**src/rtl/cla4_word_sequencer_pkg.sv**
```systemverilog
// Shared types and constants for the nibble-serial add/sub sequencer.
package cla4_word_sequencer_pkg;

  localparam int SLICE_W = 4;

  typedef enum logic [1:0] {
    IDLE = 2'b00,
    RUN  = 2'b01,
    DONE = 2'b10
  } state_t;

  typedef struct packed {
    logic cout;
    logic ovf;
    logic zero;
  } flags_t;

  // Counter width for NSLICE passes; never narrower than one bit.
  function automatic int cnt_w(input int nslice);
    return (nslice > 1) ? $clog2(nslice) : 1;
  endfunction

endpackage

```
**src/rtl/cla4_word_sequencer_slice.sv**
```systemverilog
// Combinational 4-bit carry-lookahead slice with group propagate/generate.
import cla4_word_sequencer_pkg::*;

module cla4_slice (
  input  logic [SLICE_W-1:0] a,
  input  logic [SLICE_W-1:0] b,
  input  logic               cin,
  output logic [SLICE_W-1:0] sum,
  output logic               cout,
  output logic               pg,
  output logic               gg
);
  logic [SLICE_W-1:0] p, g;
  logic [SLICE_W:0]   c;

  assign p = a ^ b;
  assign g = a & b;

  // Flattened lookahead: every carry depends only on p, g and cin.
  assign c[0] = cin;
  assign c[1] = g[0] | (p[0] & cin);
  assign c[2] = g[1] | (p[1] & g[0]) | (p[1] & p[0] & cin);
  assign c[3] = g[2] | (p[2] & g[1]) | (p[2] & p[1] & g[0]) | (p[2] & p[1] & p[0] & cin);
  assign c[4] = gg | (pg & cin);

  assign pg   = &p;
  assign gg   = g[3] | (p[3] & g[2]) | (p[3] & p[2] & g[1]) | (p[3] & p[2] & p[1] & g[0]);
  assign sum  = p ^ c[SLICE_W-1:0];
  assign cout = c[SLICE_W];
endmodule

```
**src/rtl/cla4_word_sequencer.sv**
```systemverilog
// WIDTH-bit add/sub built from one CLA slice reused LSB-first, one nibble per clock.
import cla4_word_sequencer_pkg::*;

module cla4_word_sequencer #(
  parameter int WIDTH = 32
) (
  input  logic             clk,
  input  logic             rst,
  input  logic             req_valid,
  output logic             req_ready,
  input  logic [WIDTH-1:0] op_a,
  input  logic [WIDTH-1:0] op_b,
  input  logic             op_sub,
  output logic             res_valid,
  input  logic             res_ready,
  output logic [WIDTH-1:0] result,
  output logic             cout,
  output logic             ovf,
  output logic             zero,
  output logic             busy
);
  localparam int NSLICE = WIDTH / SLICE_W;
  localparam int CW     = cnt_w(NSLICE);

  generate
    if ((WIDTH % SLICE_W) != 0 || WIDTH < 8) begin : g_bad_width
      $error("cla4_word_sequencer: WIDTH must be a multiple of 4 and >= 8");
    end
  endgenerate

  state_t             state, state_nxt;
  logic [WIDTH-1:0]   a_q, b_q, res_q;
  logic [CW-1:0]      cnt_q;
  logic               carry_q;
  flags_t             flg_q;

  logic [SLICE_W-1:0] s_a, s_b, s_sum;
  logic               s_cout, last;
  logic               slice_pg_unused, slice_gg_unused;

  assign s_a  = a_q[int'(cnt_q)*SLICE_W +: SLICE_W];
  assign s_b  = b_q[int'(cnt_q)*SLICE_W +: SLICE_W];
  assign last = (cnt_q == CW'(NSLICE-1));

  cla4_slice u_slice (
    .a    (s_a),
    .b    (s_b),
    .cin  (carry_q),
    .sum  (s_sum),
    .cout (s_cout),
    .pg   (slice_pg_unused),
    .gg   (slice_gg_unused)
  );

  always_ff @(posedge clk) begin
    if (rst) state <= IDLE;
    else     state <= state_nxt;
  end

  always_comb begin
    state_nxt = state;
    case (state)
      IDLE:    if (req_valid) state_nxt = RUN;
      RUN:     if (last)      state_nxt = DONE;
      DONE:    if (res_ready) state_nxt = IDLE;
      default:                state_nxt = IDLE;
    endcase
  end

  always_ff @(posedge clk) begin
    if (rst) begin
      a_q     <= '0;
      b_q     <= '0;
      res_q   <= '0;
      cnt_q   <= '0;
      carry_q <= 1'b0;
      flg_q   <= '0;
    end else begin
      case (state)
        IDLE: if (req_valid) begin
          a_q     <= op_a;
          b_q     <= op_sub ? ~op_b : op_b;
          carry_q <= op_sub;
          cnt_q   <= '0;
        end
        RUN: begin
          res_q[int'(cnt_q)*SLICE_W +: SLICE_W] <= s_sum;
          carry_q <= s_cout;
          cnt_q   <= cnt_q + 1'b1;
          if (last) begin
            // MSB carry terminates here; it never wraps into slice 0.
            cnt_q      <= '0;
            flg_q.cout <= s_cout;
            flg_q.ovf  <= (a_q[WIDTH-1] == b_q[WIDTH-1]) && (s_sum[SLICE_W-1] != a_q[WIDTH-1]);
            flg_q.zero <= ({s_sum, res_q[WIDTH-SLICE_W-1:0]} == '0);
          end
        end
        default: ;
      endcase
    end
  end

  assign req_ready = (state == IDLE);
  assign res_valid = (state == DONE);
  assign busy      = (state != IDLE);
  assign result    = res_q;
  assign cout      = flg_q.cout;
  assign ovf       = flg_q.ovf;
  assign zero      = flg_q.zero;
endmodule

```
**config.mk**
```make
export PLATFORM = sky130hd
export DESIGN_NAME = cla4_word_sequencer
export DESIGN_NICKNAME = d
export VERILOG_FILES = /design/src/rtl/cla4_word_sequencer_pkg.sv /design/src/rtl/cla4_word_sequencer_slice.sv /design/src/rtl/cla4_word_sequencer.sv
export SDC_FILE = /design/constraint.sdc
export NUM_CORES = 1
export LEC_CHECK = 0
export CORE_MARGIN = 2
export CORE_UTILIZATION = 40
export DETAILED_ROUTE_END_ITERATION = 6
export PLACE_DENSITY = 0.68
export SLEW_MARGIN = 10
export SYNTH_ARGS = -nofsm -noshare
export SYNTH_HDL_FRONTEND = slang
export SYNTH_HIERARCHICAL = 1
export SYNTH_SLANG_ARGS = --single-unit
```
**constraint.sdc**
```tcl
create_clock -name clk -period 3.1 [get_ports clk]
set_input_delay 0.31 -clock clk [delete_from_list [all_inputs] [get_ports clk]]
set_output_delay 0.31 -clock clk [all_outputs]
set_load 0.005 [all_outputs]
```
==> results of run 1 <==
-- sequential cells by signal, summed over array words and instances (netlist names) --
| signal | count |
|---|---|
| state | 2 |
| zero | 1 |
| a_q | 32 |
| ovf | 1 |
| cnt_q | 3 |
| b_q | 32 |
| cout | 1 |
| carry_q | 1 |
| result | 32 |
-- timing repair --
item	CTS	global route
gates resized for setup	7	11
cloned	1	0
setup buffers	3	4
pin swaps	2	9
setup endpoints to repair	1	2
-- worst max-delay path, delay by kind of cell (launching register included) --
kind                       cells  cell delay, ns
DFF                            1            0.37
adders and majority gates      1            0.24
AOI/OAI and AO/OA              3            0.50
and+or+nand+nor                5            0.99
muxes                          1            0.49
buffers and inverters          2            0.24
xor gates and xnor gates       1            0.17
-- worst min-delay path by stage --
stage | startpoint | to | slack [ns] | depth (start not counted)
finish | a_q[8]$_SDFFE_PP0P_ | a_q[8]$_SDFFE_PP0P_ | 0.46 | 2
global route | a_q[1]$_SDFFE_PP0P_ | a_q[1]$_SDFFE_PP0P_ | 0.48 | 2
CTS | a_q[12]$_SDFFE_PP0P_ | a_q[12]$_SDFFE_PP0P_ | 0.46 | 2
detailed placement | a_q[0]$_SDFFE_PP0P_ | a_q[0]$_SDFFE_PP0P_ | 0.45 | 2
global placement | a_q[0]$_SDFFE_PP0P_ | a_q[0]$_SDFFE_PP0P_ | 0.44 | 2
floorplan | a_q[10]$_SDFFE_PP0P_ | a_q[10]$_SDFFE_PP0P_ | 0.43 | 2
-- metrics by stage --
step           setup TNS [ns]  std cells    util
3_5_place_dp          -0.1598        796  0.5149
5_1_grt               -0.1286        820  0.5528
6_report            -0.003101        820  0.5528
4_1_cts                     0        816  0.5479
2_1_floorplan               0        551       -
3_3_place_gp         -0.04336        796  0.5149
-- layout make-up --
cell class              instances  area, sq um
clock inverters                 6        66.31
clock buffers                  10        239.0
inverters                       9        33.78
well taps                     168        210.2
multi-input cells             394         2779
flip-flops and latches        105         2107
repair buffers                128         1287
fillers                      1090         5439
-- per-layer routing --
metal | global-route usage | part of all wire | vias to the layer above
met3 | 0.03633 | 0.061 | 19
li1 | - | - | 2072
met4 | 0.05714 | 0.018 | 0
met2 | 0.3216 | 0.48 | 130
met5 | 0 | 0 | -
met1 | 0.2404 | 0.44 | 1899
-- power by group through the flow --
| stage | registers [mW] | clock network [mW] | logic [mW] |
|---|---|---|---|
| 2_1_floorplan | 1.48 | 0 | 0.345 |
| 3_3_place_gp | 1.50 | 0 | 0.527 |
| 3_5_place_dp | 1.50 | 0 | 0.540 |
| 4_1_cts | 1.47 | 1.17 | 0.566 |
| 5_1_grt | 1.48 | 1.22 | 0.640 |
| 6_report | 1.47 | 1.15 | 0.582 |
==> results.txt, run 1 <==
The run finished, with violations left. The checks that failed: negative setup slack. The worst hold path belongs to the class reg -> reg. The data arrival time at the worst-slack endpoint came out at 3.36 ns. For the pin with the worst max-slew slack, the measured transition is 1.112 ns. Tracing the worst setup path back leads to its startpoint at cnt_q[0]$_SDFFE_PP0P_. The floorplan step set the die height to 116.2 um.

The global placement routability congestion is 0.8815. The number of nets handed over by synthesis was around 630. The part of the power in registers came out at 0.458. After clock tree synthesis, the flow added hold-fix buffers numbering 0. The cell sitting at the root of the clock tree is a clkbuf_16. The worst setup slack after layout is -0.003101 ns. From left edge to right edge, the die measures about 120 um. The portion of total power attributed to combinational logic is 0.182. The clock transition at the register clock pins on the worst setup and hold paths after CTS is 0.07 ns. The TritonCTS clock tree is done. By instance count, the cell type seen most on the critical path is nand2_2.

The number of design rule violations left after detail routing came out at 0. The final count of hold timing violations came out at 0. The relative area change from synthesis to final layout is 33.49%.

The final instance area is between 6000 and 7000 sq um. In this run the number of H-tree levels came out at 3. Along the worst path, the maximum fanout reaches 5. The initial antenna violation count is 0. The final layout contains 728 nets. The last element of the critical path is zero$_SDFFE_PP0P_. The delay contributed by the slowest stage of the critical path is 0.49 ns. The slowest stage of the critical path belongs to the cell mux4_2. The full die area came out at around 14000 sq um.

Summed over all cells, the static leakage comes to 2.456 nW. The share of the cycle needed by the critical path after routing is 1.001. Of the total power, the clock network draws 0.360. The critical path startpoint category is a flip-flop. The signal on the critical path passes through buf_4 > buf_16 > mux4_2 > nand2_2 > nand2_2 > ha_4 > a41oi_2 > o21ai_2 > xor2_2 > nor4_2 > nand4_1 > or4_4 > o31ai_2. The fraction of power spent switching nets is 0.2578. The mean routed wirelength per cell came out at about 15 um. The cell area reported after detailed placement is 6262 sq um.

The number of global-route vias before repair is just over 4000. The detailed router placed between 4000 and 5000 vias in this run. Global routing finished with a remaining overflow of 0.

The combined area of all synthesized cells came out at 5036 sq um. In this run the register-to-register setup slack is -0.003 ns. The count of endpoints failing setup in the final report came out at 1. The minimum period implied by the final worst setup slack came out at 3.103 ns. The final layout contains routed wiring with a total length of between 10000 and 15000 um. The type of destination of the critical path is a flip-flop.

The number of iterations in the first detailed-routing pass is 4. The initial core utilization came out at 0.4141. VDD sags by at most about 260 uV.

The gate count after technology mapping is 551. The floorplan has 40 rows. The pin count of the biggest net entering global routing came out at between 100 and 150.

The I/O pin count is 107. The antenna cell count came out at 0. The maximum clock frequency came out at 322.3 MHz. The number of port buffers is roughly 110.

By startpoint and endpoint, the worst setup path is classified as reg -> reg. The most common cell after layout, fill and taps aside is clkdlybuf4s50_1. The worst clock skew on the final layout is 0.007624 ns. The pre-CTS setup slack is -0.1598 ns. The post-DP HPWL came out at 8860 um. The Yosys step of the flow raised 6 warnings. The average cell area after synthesis came out at 9.140 sq um. Measured in cells, the most critical reg-to-reg path has a length of 13. In this run, the number of DRC markers left after iteration 0 of detailed routing was 219. Clock latency on the worst-skew pair, taken at its later pin, is between 0.3 and 0.4 ns. Dividing total power by cell area gives a power density of 476.3 nW/um^2. The internal power consumption is approximately 2.4 mW.

Data on the critical path is required at its endpoint by approximately 3.4 ns. The endpoint identified for the worst register-to-register timing path is zero$_SDFFE_PP0P_. Setup repair after global routing could not meet its margin everywhere. The net load switching power came out at 0.8253 mW.

The startpoint identified for the worst register-to-register timing path is cnt_q[0]$_SDFFE_PP0P_. The first global-routing pass estimated between 20000 and 25000 um of wire. The final count of pins violating max slew came out at 0. The global-route usage over all layers came out at 0.1876.

The worst slew slack as a fraction of its limit is 0.2569. The TritonCTS buffer count is 9. The via density per instance came out at between 5 and 6.

The max-capacitance violation count came out at 0. The maximum count of clock buffers along a single path is 2. Once detail routing completed, the nets flagged for antenna violations numbered 0. The fraction of layout instances using a drive strength above 1 is 0.1304. In the layout the commonest cells are clkdlybuf4s50_1 (104), dfxtp_1 (103), nand2_1 (87). The number of sinks handled by clock tree synthesis is 105. The total power of the final layout is 3.202 mW. The smallest hold slack is 0.4581 ns.

After floorplanning, the core was sized to cover 12160 sq um.
Note: power is estimated with default switching activity, not from simulation.
==> run 2: changes to the inputs <==
Settings changed: PLACE_DENSITY 0.68 to 0.65.
Clock period 3.1 ns to 3.6 ns, I/O delays scaled along.
==> run 2 against run 1 <==
Net effect:
- core utilization shrank 2.0 points
- worst hold slack lost 0.0033 ns
- the run now ends clean
- total power shrank 16%
- fmax shrank 7.8%
- non-clock buffer count shrank 16
- critical endpoint unchanged
- highest routed layer unchanged
- final cell count shrank 2.0%
- design area shrank 3.6%
- sequential share of layout area grew 1.1 points
- critical path type unchanged
- worst setup slack gained 0.24 ns
- first-iteration DRC count grew 19%
==> results.txt, run 2 (synthesis results as in run 1) <==
The run finished with clean final reports. The worst register-to-register path ends at zero$_SDFFE_PP0P_. The pre-CTS setup slack was 0.1010 ns (+0.2608 ns). The number of post-CTS setup repair buffers is 0 (-3). The number of standard-cell rows in the floorplan was 40 (unchanged). The count of buffering cells on the critical path with inverters included is 1 (-1).

The number of sinks handled by clock tree synthesis is 105 (unchanged). The maximum resistive drop on vdd is 206.0 uV (-20%). The antenna cell count came out at 0 (unchanged). The worst setup slack after layout is 0.2345 ns (+0.2376 ns). The worst setup path is captured at a flip-flop.

The reg2reg setup slack came out at 0.23 ns (+0.24 ns). The worst hold path begins at a_q[18]$_SDFFE_PP0P_. On the critical path, the stage with the largest delay is an instance of mux4_2. The share of the cycle needed by the critical path after routing is 0.9349 (-0.06615).

The clock transition at the register clock pins on the worst setup and hold paths after CTS came out at 0.08 ns (about the same). The smallest hold slack came out at 0.4549 ns (-0.003254 ns). The kind of cell with the highest combined delay along the critical path is simple AND/OR/NAND/NOR gates. The height of the chip is 116.2 um (unchanged).

The initial antenna violation count came to 0 (unchanged). The insertion delay to the later sink of the worst-skew pair came out at 0.35 ns (about the same). The leakage dissipation is 2.357 nW (-4.0%). The fraction of layout instances using a drive strength above 1 is 0.08805 (-0.04232). The initial core utilization came out at 0.4141 (unchanged). The hold buffer count at cts came out at 0 (unchanged). The violation count after the first detailed-route iteration came out at 261 (+19%). Setup repair after global routing left no endpoint under its margin. The delay contributed by the slowest stage of the critical path came out at 0.53 ns (+0.04 ns). The mean routed wirelength per cell is 15.09 um (+1.8%).

The total of cells resized after clock tree synthesis is 0 (-7). The data arrival time at the worst-slack endpoint came out at 3.63 ns (+0.27 ns). The die width came out at 116.2 um (unchanged). The count of placed standard cells including taps came out at 788 (-1.0%). The required time reported for the critical path endpoint came out at 3.87 ns (+0.51 ns). The number of iterations in the first detailed-routing pass came out at 5 (+1). The relative area change from synthesis to final layout is 28.72%. The I/O pin count is 107 (unchanged). The critical-path maximum fanout is 28 (+23). The count of endpoints failing setup in the final report came out at 0 (-1). The global placement routability congestion came out at 0.9208 (+4.5%). The total detailed-routing wirelength is 12130 um (-0.14%).

The worst clock skew on the final layout was 0.01123 ns (+0.003610 ns). The worst register-to-register path begins at cnt_q[0]$_SDFFE_PP0P_. The maximum count of clock buffers along a single path came to 2 (unchanged). The number of design rule violations left after detail routing came out at 0 (unchanged). The minimum period implied by the final worst setup slack is 3.365 ns (+0.2624 ns). TritonCTS built the clock tree. The full die area came out at 13500 sq um (unchanged).

In the layout the commonest cells are dfxtp_1 (104), clkdlybuf4s50_1 (104), nand2_1 (92). The worst slew slack as a fraction of its limit is 0.1790 (-0.07791). Routed signal wires occupy layers up through met4. The max-capacitance violation count came out at 0 (unchanged). The final count of pins violating max slew came out at 0 (unchanged).

The transition time at the pin with the least slew margin came out at 1.229 ns (+0.1166 ns). The via density per instance was 5.006 (-0.36%). The critical path is of the reg -> reg type. The most critical setup path has its endpoint at zero$_SDFFE_PP0P_. The path class of the tightest hold or removal check is reg -> reg.

The core area was 12160 sq um (unchanged). The sum of negative setup slack came to 0 ns (+0.003101 ns). The power density over cell area came out at 415.1 nW/um^2 (-13%).

The count of cell instances traversed by the critical path is 12 (-1). The layout net count is 712 (-2.2%). The number of global-route vias before repair came out at 4022 (-1.8%).

Clock tree synthesis selected as its root buffer the cell clkbuf_16. The number of port buffers came out at 106 (unchanged). The routed length on met2 is 5877 um (+0.27%). The wire length of the first global-routing pass came out at 19940 um (-0.41%). The launching instance or port of the critical path is cnt_q[0]$_SDFFE_PP0P_. The critical path startpoint category is a flip-flop. The cell seen most often among critical-path stages is nand2_1. The maximum clock frequency is 297.1 MHz (-7.8%). The cell depth of the worst flop-to-flop path came out at 12 (-1).

The sum of routed wire segments on met1 was 5561 um (+4.3%). The global-route usage over all layers is 0.1882 (+0.0006257). The pin count of the biggest net entering global routing was 99 (-7.5%). Traced cell by cell, the critical path runs through buf_12 > mux4_2 > nand2_1 > nand2_1 > ha_1 > a41oi_2 > o21ai_2 > xor2_1 > nor4_1 > nand4_1 > or4_1 > o31ai_2.

The final count of hold timing violations is 0 (unchanged). The remaining antenna violation count after routing is 0 (unchanged). The TritonCTS buffer count is 9 (unchanged).

The via total after detailed routing is 4025 (-2.3%). The total global routing overflow came to 0 (unchanged). The count of placed standard cells in the final layout, fillers left out is 804 (-2.0%). The H-tree level count came to 3 (unchanged).

The post-DP HPWL came out at 9061 um (+2.3%). The met3 wire length is 471 um (-36%).
-- run 2: layer usage --
layer | global-route usage | vias to the layer above
li1 | - | 2041
met3 | 0.03788 | 21
met2 | 0.3173 | 104
met5 | 0 | -
met1 | 0.2421 | 1859
met4 | 0.06429 | 0
-- run 2: layout make-up --
cell class                      count  area [sq um]
Multi-Input combinational cell    394          2708
Clock inverter                      7         78.83
Fill cell                        1112          5679
Clock buffer                        9         225.2
Inverter                            9         33.78
Tap cell                          168         210.2
Timing Repair Buffer              112          1124
Sequential cell                   105          2103
-- run 2: report_power, final --
part	total (mW)	switching [mW]	internal, mW
logic	0.440	0.222	0.218
clock network	0.989	0.444	0.545
registers	1.26	0.0389	1.22
-- run 2: worst min-delay path by stage --
stage	endpoint	slack (ns)	cells past startpoint
finish	a_q[18]$_SDFFE_PP0P_	0.45	2
global route	a_q[11]$_SDFFE_PP0P_	0.48	2
CTS	a_q[18]$_SDFFE_PP0P_	0.46	2
detailed placement	a_q[18]$_SDFFE_PP0P_	0.45	2
global placement	a_q[12]$_SDFFE_PP0P_	0.45	2
floorplan	a_q[10]$_SDFFE_PP0P_	0.43	2
-- run 2: through the flow --
stage                     total power, mW    util  instance area [sq um]
after global placement              1.717  0.5079                   6177
after floorplan                     1.562       -                   5036
after global routing                2.797  0.5330                   6482
after CTS                           2.701  0.5329                   6481
final                               2.691  0.5330                   6482
after detailed placement            1.731  0.5079                   6177
-- run 2: worst min-delay path, delay by kind of cell (launching register included) --
family          cells  cell delay (ns)
flops               1             0.31
simple gates        1             0.05
compound gates      1             0.05
==> edit 1 (flow settings as in run 1) <==
Make the reset (`rst`) asynchronous in 2 clocked blocks.
--- a/src/rtl/cla4_word_sequencer.sv
+++ b/src/rtl/cla4_word_sequencer.sv
@@ -52,7 +52,7 @@
     .gg   (slice_gg_unused)
   );
 
-  always_ff @(posedge clk) begin
+  always_ff @(posedge clk or posedge rst) begin
     if (rst) state <= IDLE;
     else     state <= state_nxt;
   end
@@ -67,7 +67,7 @@
     endcase
   end
 
-  always_ff @(posedge clk) begin
+  always_ff @(posedge clk or posedge rst) begin
     if (rst) begin
       a_q     <= '0;
       b_q     <= '0;
Function: differs if rst is asserted again (counterexample within 4 cycles, from zero or initial values and one cycle with rst high); with rst held inactive, the same outputs for 10 cycles.
==> edit 1 against run 1 <==
  * Global-route usage is 1.8 points lower
  * Sequential cell count stayed put
  * Cell area increased by 3.9%
  * Worst setup slack improved by 0.19 ns
  * Cell count is 14% lower
  * Routed wire length is 4.5% lower
  * Area after synthesis increased by 9.4%
  * Maximum frequency is 6.6% higher
  * Critical path type unchanged
  * Critical endpoint is now zero$_DFFE_PP0P_
  * Highest routed layer unchanged
Power is not compared: it rests on default switching activity, and its combinational part moved more than twofold at a synthesized area within 25%.
==> edit 1: results <==
[outcome]
run_status = "finished clean"

[timing]
fin_worst_skew_ns = 0.00812
slew_headroom_pct = 41.6

[drt]
drt_pass1_iterations = 4
count_of_routing_violations_after_the_opening_detailed_route_iteration = 162
wl_per_cell_um = 16.4
vias_per_cell = 4.93

[placed_design]
gp_congestion = 0.841
pre_cts_ws_ns = 0.138
place.detailed.hpwl_mm = 8.83

[synthesis]
syn_nets = 511

[layout]
fillCellCount = 1177
final_layout_size_suffix_gt1_share_pct = 22.0
design.final.nets = 609

[grt]
grt_first_pass_wirelength_mm = 19.4
grt.met1_usage_pct = 23.1
grt_antenna_before_repair = 0
first_global_vias = 3639
use_met3_pct = 3.57
grtUsageMet2_pct = 28.1
gr-usage-all-layers_pct = 16.9
largest_net_degree_at_the_start_of_global_routing = 106

[clock_tree]
cts_setup_buffers = 0
cts.repair.resized = 0

[critical_path]
critical_path_max_stage_delay_ns = 0.53
cp_data_arrival_time_ns = 3.16
critPathMaxFanout = 27

[worst_hold_path]
timing.hold.worst.class = "primary input to async pin"

[power_and_ir_drop]
vdd_drop_max_uv = 493
[edit 1: changes by cell type in the layout (fill, tap and decap cells not counted), sizes merged, moves of 16 or more]
cell    change
dfxtp     -105
o21ai      +35
buf        -16
dfrtp     +105
mux2       +65
mux2i      -32
a211oi     -32
a21oi      -37
nor2       -69
nand2      -33
[edit 1: metal layers]
| metal | part of all wire (%) | wire length, um |
|---|---|---|
| met3 | 4.3 | 503 |
| met1 | 47 | 5410 |
| met5 | 0 | 0 |
| met2 | 48 | 5590 |
| met4 | 0.78 | 91 |
[edit 1: final timing paths]
path / from / endpoint / slack, ns
worst max-delay path: cnt_q[0]$_DFFE_PP0P_ / zero$_DFFE_PP0P_ / 0.19
worst min-delay path: rst / result[28]$_DFFE_PP0P_ / 0.45
worst max register to register: cnt_q[0]$_DFFE_PP0P_ / zero$_DFFE_PP0P_ / 0.19
worst min register to register: b_q[25]$_DFFE_PP0P_ / b_q[25]$_DFFE_PP0P_ / 0.48
max in group asynchronous: rst / cnt_q[1]$_DFFE_PP0P_ / 2.22
min in group clk: b_q[25]$_DFFE_PP0P_ / b_q[25]$_DFFE_PP0P_ / 0.48
[edit 1: per-stage QoR]
step / cell area [um^2] / std cells / util, %
after floorplan: 5510 / 430 / -
after global placement: 6690 / 693 / 50.1
after detailed placement: 6690 / 693 / 50.1
after CTS: 6970 / 709 / 52.2
after global routing: 6990 / 709 / 52.3
final: 6990 / 709 / 52.3
[edit 1: layout make-up]
type | count | area, um^2 | share of cell area [%]
multi-input cells | 287 | 2660 | 38.1
flip-flops and latches | 105 | 2630 | 37.6
repair buffers | 113 | 1150 | 16.4
clock buffers | 11 | 243 | 3.47
well taps | 176 | 220 | 3.15
inverters | 12 | 47.5 | 0.681
clock inverters | 5 | 38.8 | 0.555
[edit 1: critical path, delay by kind of cell (launching register included)]
kind | cells | cell delay [ns]
compound gates | 3 | 0.57
xor+xnor | 1 | 0.20
fa+ha+maj | 1 | 0.33
buf+inv | 1 | 0.21
flops | 1 | 0.37
mux | 1 | 0.53
simple gates | 4 | 0.58
[edit 1: power breakdown]
group / internal [W] / leakage (nW) / switching (W)
sequential: 0.00198 / 1.32 / 0.000439
clock: 0.000574 / 0.137 / 0.000515
combinational: 0.00217 / 1.67 / 0.00195
==> edit 2 (flow settings as in run 1) <==
Made on the original files. `WIDTH`: 32 -> 16.
--- a/src/rtl/cla4_word_sequencer.sv
+++ b/src/rtl/cla4_word_sequencer.sv
@@ -2,7 +2,7 @@
 import cla4_word_sequencer_pkg::*;
 
 module cla4_word_sequencer #(
-  parameter int WIDTH = 32
+  parameter int WIDTH = 16
 ) (
   input  logic             clk,
   input  logic             rst,
Ports: changed (resized op_a, op_b and result); port bits go from 107 to 59. The function was not compared with the original's and may differ.
==> edit 2 against run 1 <==
  * Cell area down 49%
  * Sequential cell count down 49
  * Worst setup slack better by 0.29 ns
  * Routed wire length down 52%
  * Critical endpoint unchanged
  * Total power down 53%
  * Combinational power down 48%
  * Count of clock-buffer cells in the layout down 3
  * Area after synthesis down 46%
  * Sequential power down 46%
==> edit 2: results <==
[layout]
design.final.nets = 400
antenna-diode-count = 0
fillCellCount = 627
final_layout_size_suffix_gt1_share_pct = 9.04

[outcome]
run_status = "finished clean"

[clock_tree]
number_of_buffers_inserted_during_clock_tree_synthesis = 5
cts_setup_buffers = 0
cts.htree.levels = 2
ctsHoldBuffers = 0
worst_path_clk_slew_ns = 0.10
clock_insertion_delay_worst_skew_ns = 0.31
cts_root_buffer = "sky130_fd_sc_hd__clkbuf_8"
max-clock-path-buffers = 2
cts.repair.resized = 0

[timing]
setup_total_neg_slack_ns = 0
fin_worst_skew_ns = 0.0127
slew_headroom_pct = 39.2

[synthesis]
yosys_warnings = 6
post_synth_inst_count = 303
syn_nets = 350

[critical_path]
cp_data_arrival_time_ns = 3.07
critPathMaxFanout = 10

[drt]
count_of_routing_violations_after_the_opening_detailed_route_iteration = 123
drt_wl_total_mm = 5.79
drt_pass1_iterations = 4
wl_per_cell_um = 13.4
vias_per_cell = 5.17

[grt]
gr-usage-all-layers_pct = 16.3
first_global_vias = 2082
largest_net_degree_at_the_start_of_global_routing = 50
grt_first_pass_wirelength_mm = 9.65
grt_antenna_before_repair = 0

[power_and_ir_drop]
vdd_drop_max_uv = 153
total_leakage_power_nw = 1.22
power_report.internal_total_w = 0.00110

[worst_hold_path]
timing.hold.worst.class = "flip-flop to flip-flop"

[placed_design]
port-buffer-count = 58
gp_congestion = 0.810
post-place-cells = 423
place.detailed.hpwl_mm = 4.40
[edit 2: layout make-up]
cell class / count / area, um^2 / area share [%]
flip-flops and latches: 56 / 1120 / 32.7
well taps: 77 / 96.3 / 2.81
multi-input cells: 218 / 1460 / 42.7
inverters: 8 / 30.0 / 0.877
clock buffers: 7 / 86.3 / 2.52
repair buffers: 64 / 621 / 18.1
clock inverters: 1 / 7.51 / 0.219
[edit 2: power groups by stage]
stage	registers (W)	clock network (W)	logic [W]
after floorplan	0.000792	0	0.000208
after global placement	0.000810	0	0.000299
after detailed placement	0.000810	0	0.000305
after CTS	0.000794	0.000419	0.000305
after global routing	0.000799	0.000445	0.000337
final	0.000792	0.000414	0.000302
[edit 2: routing by layer]
| layer | global-route usage, % | wire length [um] | up-vias | part of all wire [%] |
|---|---|---|---|---|
| li1 | - | - | 1153 | - |
| met3 | 3.81 | 266 | 7 | 4.6 |
| met2 | 28.9 | 2880 | 45 | 50 |
| met5 | 0 | 0 | - | 0 |
| met1 | 20.1 | 2590 | 1022 | 45 |
| met4 | 3.84 | 55 | 0 | 0.95 |
[edit 2: path summary, 6_finish.rpt]
kind                              to  cells after the start               startpoint  slack (ns)
max                zero$_SDFFE_PP0P_                      7    cnt_q[0]$_SDFFE_PP0P_        0.29
min          result[14]$_SDFFE_PP0P_                      2  result[14]$_SDFFE_PP0P_        0.46
max reg2reg        zero$_SDFFE_PP0P_                      7    cnt_q[0]$_SDFFE_PP0P_        0.29
min reg2reg  result[14]$_SDFFE_PP0P_                      2  result[14]$_SDFFE_PP0P_        0.46
[edit 2: critical path, stage by stage (launching register included)]
cell	delay, ns
sky130_fd_sc_hd__dfxtp_1	0.69
sky130_fd_sc_hd__mux4_2	0.58
sky130_fd_sc_hd__ha_1	0.38
sky130_fd_sc_hd__a41oi_2	0.23
sky130_fd_sc_hd__o21ai_2	0.09
sky130_fd_sc_hd__xor2_1	0.19
sky130_fd_sc_hd__or4_1	0.49
sky130_fd_sc_hd__o21ai_1	0.12
[edit 2: metrics by stage]
stage,setup WS [ns],util [%],area [um^2]
6_report,0.290,53.0,3420
5_1_grt,0.100,53.0,3420
4_1_cts,0.234,53.0,3420
3_5_place_dp,0.250,51.6,3330
3_3_place_gp,0.370,51.6,3330
2_1_floorplan,0.439,-,2710
